==> src/rtl/shift_seq_pkg.sv <==
//------------------------------------------------------------------------------
// Module   : shift_seq_pkg
// Purpose  : Shared encodings and widths for the iterative shift/rotate unit.
// Revision : 1.0 - initial release
//------------------------------------------------------------------------------
`default_nettype none

package shift_seq_pkg;

    localparam int DATA_W  = 32;
    localparam int SHAMT_W = 5;

    // Operation select, as presented on mode_i
    localparam logic [1:0] SHIFT_SLL = 2'b00;
    localparam logic [1:0] SHIFT_SRL = 2'b01;
    localparam logic [1:0] SHIFT_SRA = 2'b10;
    localparam logic [1:0] SHIFT_ROR = 2'b11;

    // Sequencer states
    localparam logic [1:0] ST_IDLE = 2'd0;
    localparam logic [1:0] ST_RUN  = 2'd1;
    localparam logic [1:0] ST_DONE = 2'd2;

endpackage

`default_nettype wire

==> src/rtl/shift_step.sv <==
//------------------------------------------------------------------------------
// Module   : shift_step
// Purpose  : One combinational shift/rotate step of 0..STEP bit positions.
// Revision : 1.0 - initial release
//------------------------------------------------------------------------------
`default_nettype none

module shift_step
    import shift_seq_pkg::*;
#(
    parameter int STEP = 1,
    parameter int NW   = $clog2(STEP) + 1
) (
    input  logic [DATA_W-1:0] work_i,
    input  logic [NW-1:0]     n_i,
    input  logic [1:0]        mode_i,
    input  logic              sign_i,
    output logic [DATA_W-1:0] work_o
);

    // Apply one step; SRA fills from the sign captured at accept, not the
    // current bit 31, so the sign survives every partial step.
    always_comb begin
        work_o = work_i;
        case (mode_i)
            SHIFT_SLL: work_o = work_i << n_i;
            SHIFT_SRL: work_o = work_i >> n_i;
            SHIFT_SRA: work_o = DATA_W'($signed({sign_i, work_i}) >>> n_i);
            SHIFT_ROR: work_o = (work_i >> n_i) | (work_i << (7'(DATA_W) - 7'(n_i)));
            default:   work_o = work_i;
        endcase
    end

endmodule

`default_nettype wire

==> src/rtl/shift_seq.sv <==
//------------------------------------------------------------------------------
// Module   : shift_seq
// Purpose  : Iterative multi-cycle shift/rotate unit feeding the ALU shift and
//            rotate source. Shifts STEP bits per RUN cycle, then presents a
//            held result with a one-cycle done pulse.
// Revision : 1.0 - initial release
//------------------------------------------------------------------------------
`default_nettype none

module shift_seq
    import shift_seq_pkg::*;
#(
    parameter int STEP = 1
) (
    input  logic                clk,
    input  logic                rst_n,
    input  logic                start_i,
    input  logic [DATA_W-1:0]   sr1_i,
    input  logic [SHAMT_W-1:0]  shamt_i,
    input  logic [1:0]          mode_i,
    output logic                busy_o,
    output logic                done_o,
    output logic [DATA_W-1:0]   result_o,
    output logic                zero_o
);

    localparam int NW = $clog2(STEP) + 1;

    generate
        if (!(STEP == 1 || STEP == 2 || STEP == 4 || STEP == 8)) begin : g_bad_step
            $error("shift_seq: STEP must be 1, 2, 4 or 8");
        end
    endgenerate

    logic [1:0]         state_q, state_d;
    logic [DATA_W-1:0]  work_q, work_d;
    logic [SHAMT_W-1:0] count_q, count_d;
    logic [1:0]         mode_q, mode_d;
    logic               sign_q, sign_d;
    logic [DATA_W-1:0]  result_q, result_d;
    logic               zero_q, zero_d;

    logic [NW-1:0]      w_n;
    logic [DATA_W-1:0]  w_step_out;

    // Step size for this cycle: the remaining count, capped at STEP
    always_comb begin
        if (count_q > SHAMT_W'(STEP)) begin
            w_n = NW'(STEP);
        end else begin
            w_n = count_q[NW-1:0];
        end
    end

    shift_step #(
        .STEP (STEP),
        .NW   (NW)
    ) u_shift_step (
        .work_i (work_q),
        .n_i    (w_n),
        .mode_i (mode_q),
        .sign_i (sign_q),
        .work_o (w_step_out)
    );

    // Sequencer next-state: accept in IDLE/DONE, iterate in RUN, publish on exit
    always_comb begin
        state_d  = state_q;
        work_d   = work_q;
        count_d  = count_q;
        mode_d   = mode_q;
        sign_d   = sign_q;
        result_d = result_q;
        zero_d   = zero_q;
        case (state_q)
            ST_IDLE, ST_DONE: begin
                if (start_i) begin
                    work_d  = sr1_i;
                    count_d = shamt_i;
                    mode_d  = mode_i;
                    sign_d  = sr1_i[DATA_W-1];
                    state_d = ST_RUN;
                end else begin
                    state_d = ST_IDLE;
                end
            end
            ST_RUN: begin
                if (count_q == '0) begin
                    result_d = work_q;
                    zero_d   = (work_q == '0);
                    state_d  = ST_DONE;
                end else begin
                    work_d  = w_step_out;
                    count_d = count_q - SHAMT_W'(w_n);
                end
            end
            default: state_d = ST_IDLE;
        endcase
    end

    // State and datapath registers; reset aborts any operation in flight
    always_ff @(posedge clk or negedge rst_n) begin
        if (!rst_n) begin
            state_q  <= ST_IDLE;
            work_q   <= '0;
            count_q  <= '0;
            mode_q   <= SHIFT_SLL;
            sign_q   <= 1'b0;
            result_q <= '0;
            zero_q   <= 1'b1;
        end else begin
            state_q  <= state_d;
            work_q   <= work_d;
            count_q  <= count_d;
            mode_q   <= mode_d;
            sign_q   <= sign_d;
            result_q <= result_d;
            zero_q   <= zero_d;
        end
    end

    assign busy_o   = (state_q == ST_RUN);
    assign done_o   = (state_q == ST_DONE);
    assign result_o = result_q;
    assign zero_o   = zero_q;

endmodule

`default_nettype wire

==> config.mk <==
export PLATFORM = sky130hd
export DESIGN_NAME = shift_seq
export DESIGN_NICKNAME = d
export VERILOG_FILES = /design/src/rtl/shift_seq_pkg.sv /design/src/rtl/shift_step.sv /design/src/rtl/shift_seq.sv
export SDC_FILE = /design/constraint.sdc
export NUM_CORES = 1
export LEC_CHECK = 0
export CORE_MARGIN = 2
export CORE_UTILIZATION = 45
export DETAILED_ROUTE_END_ITERATION = 7
export PLACE_DENSITY = 0.72
export SYNTH_ARGS = -nofsm -noshare
export SYNTH_HDL_FRONTEND = slang
export SYNTH_SLANG_ARGS = --single-unit
==> constraint.sdc <==
create_clock -name clk -period 4.7 [get_ports clk]
set_input_delay 1.41 -clock clk [delete_from_list [all_inputs] [get_ports clk]]
set_output_delay 1.41 -clock clk [all_outputs]
set_load 0.02 [all_outputs]
==> results.txt <==
The peak fanout along the critical path came out at 8. Synthesis inferred 75 register bits. For the number of design-rule violations left by the first detailed-router iteration, the log shows 193.

The tools report the worst-case headroom to the max-slew limit as 0.190. STA classifies the critical path endpoint as an output port. Buffers inserted to repair hold after CTS numbered 0. The cell count after synthesis came out at 342. Row generation in the floorplan step produced 32 rows. The repair_antennas step left the layout with diodes totalling 0.

In this run the number of H-tree levels came out at 3. Proportion of synthesized chip area in sequential cells: 0.535. Share of the cycle needed by the critical path after routing: 0.720. Yosys mapped a number of flops with a built-in enable equal to 0. Across all layers, the routed design uses 2939 vias.

The async set-or-reset flop fraction in the synthesized netlist was 1.00. The total count of hold-check failures in the final report was 0. Ranked by total cell area, the synthesized netlist is headed by dfrtp_1 53%, nand2_1 11%, mux2_2 11%.

In the synthesized netlist the dominant register cell turns out to be dfrtp_1. The delay of the slowest cell on the worst path was 0.72 ns; the distinct cell type count of the synthesized netlist was 37. The worst setup path is launched from a flop. The classification of the worst setup path is reg2out. The clock transition at the registers of the reported paths was 0.09 ns. After global routing the overflow that remains totals 0.

Via count of the first global-routing pass: 2884. The wire length per cell was 16.8 um; the overall global routing resource usage was 0.210. Post-detailed-route count of antenna-violating nets: 0.

The setup total negative slack was 0 ns; the growth of design area from synthesis to finish was 28.9%. The tools report the number of nets in the layout as 451. Traced cell by cell, the critical path runs through nor2b_1, clkdlybuf4s50_1. The post-route clock skew is 0.0154 ns, and the area share of the leading cell type in the synthesized netlist is 0.527. IR analysis of the VDD net gives a maximum drop of 371 uV.

The die width was 92.3 um. The synthesized netlist net count is 385, and the power per cell area is 775 nW/um^2. Kind of cell with the highest combined delay on the critical path: buffers and inverters. Setup slack on the critical path of the routed design comes to 1.32 ns.

The total buffers and inverters traversed by the critical path works out to 1. TritonCTS built the clock tree. The layout cell share with drive strength beyond 1 is 0.160. A synthesized cell averages 10.3 um^2.

Across the run, the number of max-cap violations was 0. Time the worst path needs with I/O delays and setup: 3.38 ns. Slew of the pin with the lowest slew margin: 1.21 ns.

Setup repair after global routing left no endpoint under its margin. The run gives 296 MHz as the upper clock frequency limit. Clock latency on the worst-skew pair, taken at its later pin, is 0.35 ns.

The run gives 14200 um as the first-pass GRT wire length. The run gives 4310 um^2 as the area of placed instances. The flow ran to the end, and the final reports show no timing, DRC or antenna violations. The post-detailed-route via-to-cell ratio was 5.71; the setup slack after placement was 1.33 ns. The total of buffers placed on input and output ports was 76; the total clock buffers created by CTS was 9.

The tools report the top-level I/O count as 77. Vertical extent of the die: 92.3 um. For the worst setup path, the data arrival time is 1.97 ns. The root buffer cell chosen for the clock tree is clkbuf_8.

After synthesis, the most frequently instantiated cells are 107 x nand2_1, 74 x dfrtp_1, 33 x mux2_2. The cell area after synthesis is 3510 um^2. For this run, the number of Yosys warnings is 0.

The core region is 7650 um^2. dfrtp_1 takes more of the synthesized area than any other cell. Gates resized during post-CTS repair numbered 0. The slowest stage of the critical path is the clkdlybuf4s50_1 cell. The sum of routed wire length over all layers is 8660 um, and the setup-violating endpoint count in the final report is 0. Detailed placement ended at an HPWL of 5520 um. The longest clock path from root to sink contains 2 buffers. Clock tree synthesis found a total of 75 sinks.

The logs give 1.98 nW for the static leakage and 0 for the initial antenna violation count. Data on the critical path is required at its endpoint by 3.29 ns. After clock tree synthesis, the setup repair step added 0 buffers. By instance count, the leading cell after synthesis is nand2_1. The final max-slew violation count came out at 0.

The type of the most critical hold path was reg2reg. The logs give 76 for the pin count of the biggest net entering global routing and 0.814 for the final weighted congestion in routability-driven placement. Final core area utilization: 0.592.

Once layout is done, the placed cells without fillers occupy 4530 um^2. The logs give 0 for the detailed-route DRC error count and 0.459 for the initial core utilization. Across all hold checks on the routed design, the worst slack comes to 0.491 ns. The floorplan step defined a die boundary enclosing 8530 um^2. The first detailed-routing pass took 5 iterations.
cells in the final DEF, fill, tap and decap left out, types with 2 or more instances in the layout:
cell / instances
dfrtp_1: 74
nand4_1: 2
clkinv_2: 3
clkinv_4: 2
and3_1: 16
inv_1: 3
o221a_1: 11
clkdlybuf4s50_1: 75
nor2b_1: 3
a221o_1: 2
clkbuf_8: 9
bufinv_16: 2
mux2_2: 33
buf_4: 3
nand2b_1: 2
nor4_1: 9
o221a_2: 6
nand3_1: 16
a31oi_1: 16
nand2_1: 107
power by group:
group	switching, mW	total (mW)	internal (mW)
combinational	0.834	1.65	0.812
clock	0.244	0.542	0.298
sequential	0.341	1.32	0.980
metal layers:
metal  track usage  vias up  part of all wire  wire (um)
met2         0.332      119              0.48       4190
met1         0.292     1460              0.44       3850
met4        0.0796        0             0.012        104
met5             0        -                 0          0
li1              -     1349                 -          -
met3        0.0366       11             0.060        522
layout make-up:
class / instances / area (um^2)
fillers: 648 / 3120
multi-input cells: 241 / 1520
clock inverters: 7 / 92.6
flip-flops and latches: 75 / 1880
well taps: 102 / 128
repair buffers: 78 / 773
clock buffers: 9 / 124
inverters: 3 / 11.3
cell families after synthesis:
group / synth area share
simple gates: 0.212
flops: 0.535
compound gates: 0.105
mux: 0.109
buf+inv: 0.0335
xor+xnor: 0.00249
fa+ha+maj: 0.00356
state kept, by name, summed over array words and instances, names as in the netlist:
| name | cells |
|---|---|
| state_q | 2 |
| sign_q | 1 |
| mode_q | 2 |
| work_q | 32 |
| zero_o | 1 |
| count_q | 5 |
| result_o | 32 |
tightest hold or removal path, stage by stage, from the launching register on:
cell and delay, ns:
dfrtp_1 0.36, nand2_1 0.05, nand2_1 0.06
path summary, 6_finish.rpt:
kind | end | start | cells past startpoint | slack [ns]
worst max-delay path | busy_o | state_q[0]$_DFFE_PN0P_ | 2 | 1.32
worst min-delay path | sign_q$_DFFE_PN0P_ | sign_q$_DFFE_PN0P_ | 2 | 0.49
worst max register to register | work_q[1]$_DFFE_PN0P_ | count_q[4]$_DFFE_PN0P_ | 4 | 2.06
worst min register to register | sign_q$_DFFE_PN0P_ | sign_q$_DFFE_PN0P_ | 2 | 0.49
max in group asynchronous | work_q[24]$_DFFE_PN0P_ | rst_n | 1 | 2.88
min in group asynchronous | count_q[3]$_DFFE_PN0P_ | rst_n | 1 | 1.21
through the flow:
stage	power (mW)	instances
after floorplan	2.40	342
after global placement	2.91	499
after detailed placement	2.97	499
after CTS	3.53	515
after global routing	3.76	515
final	3.51	515
(Power assumes the default switching activity.)
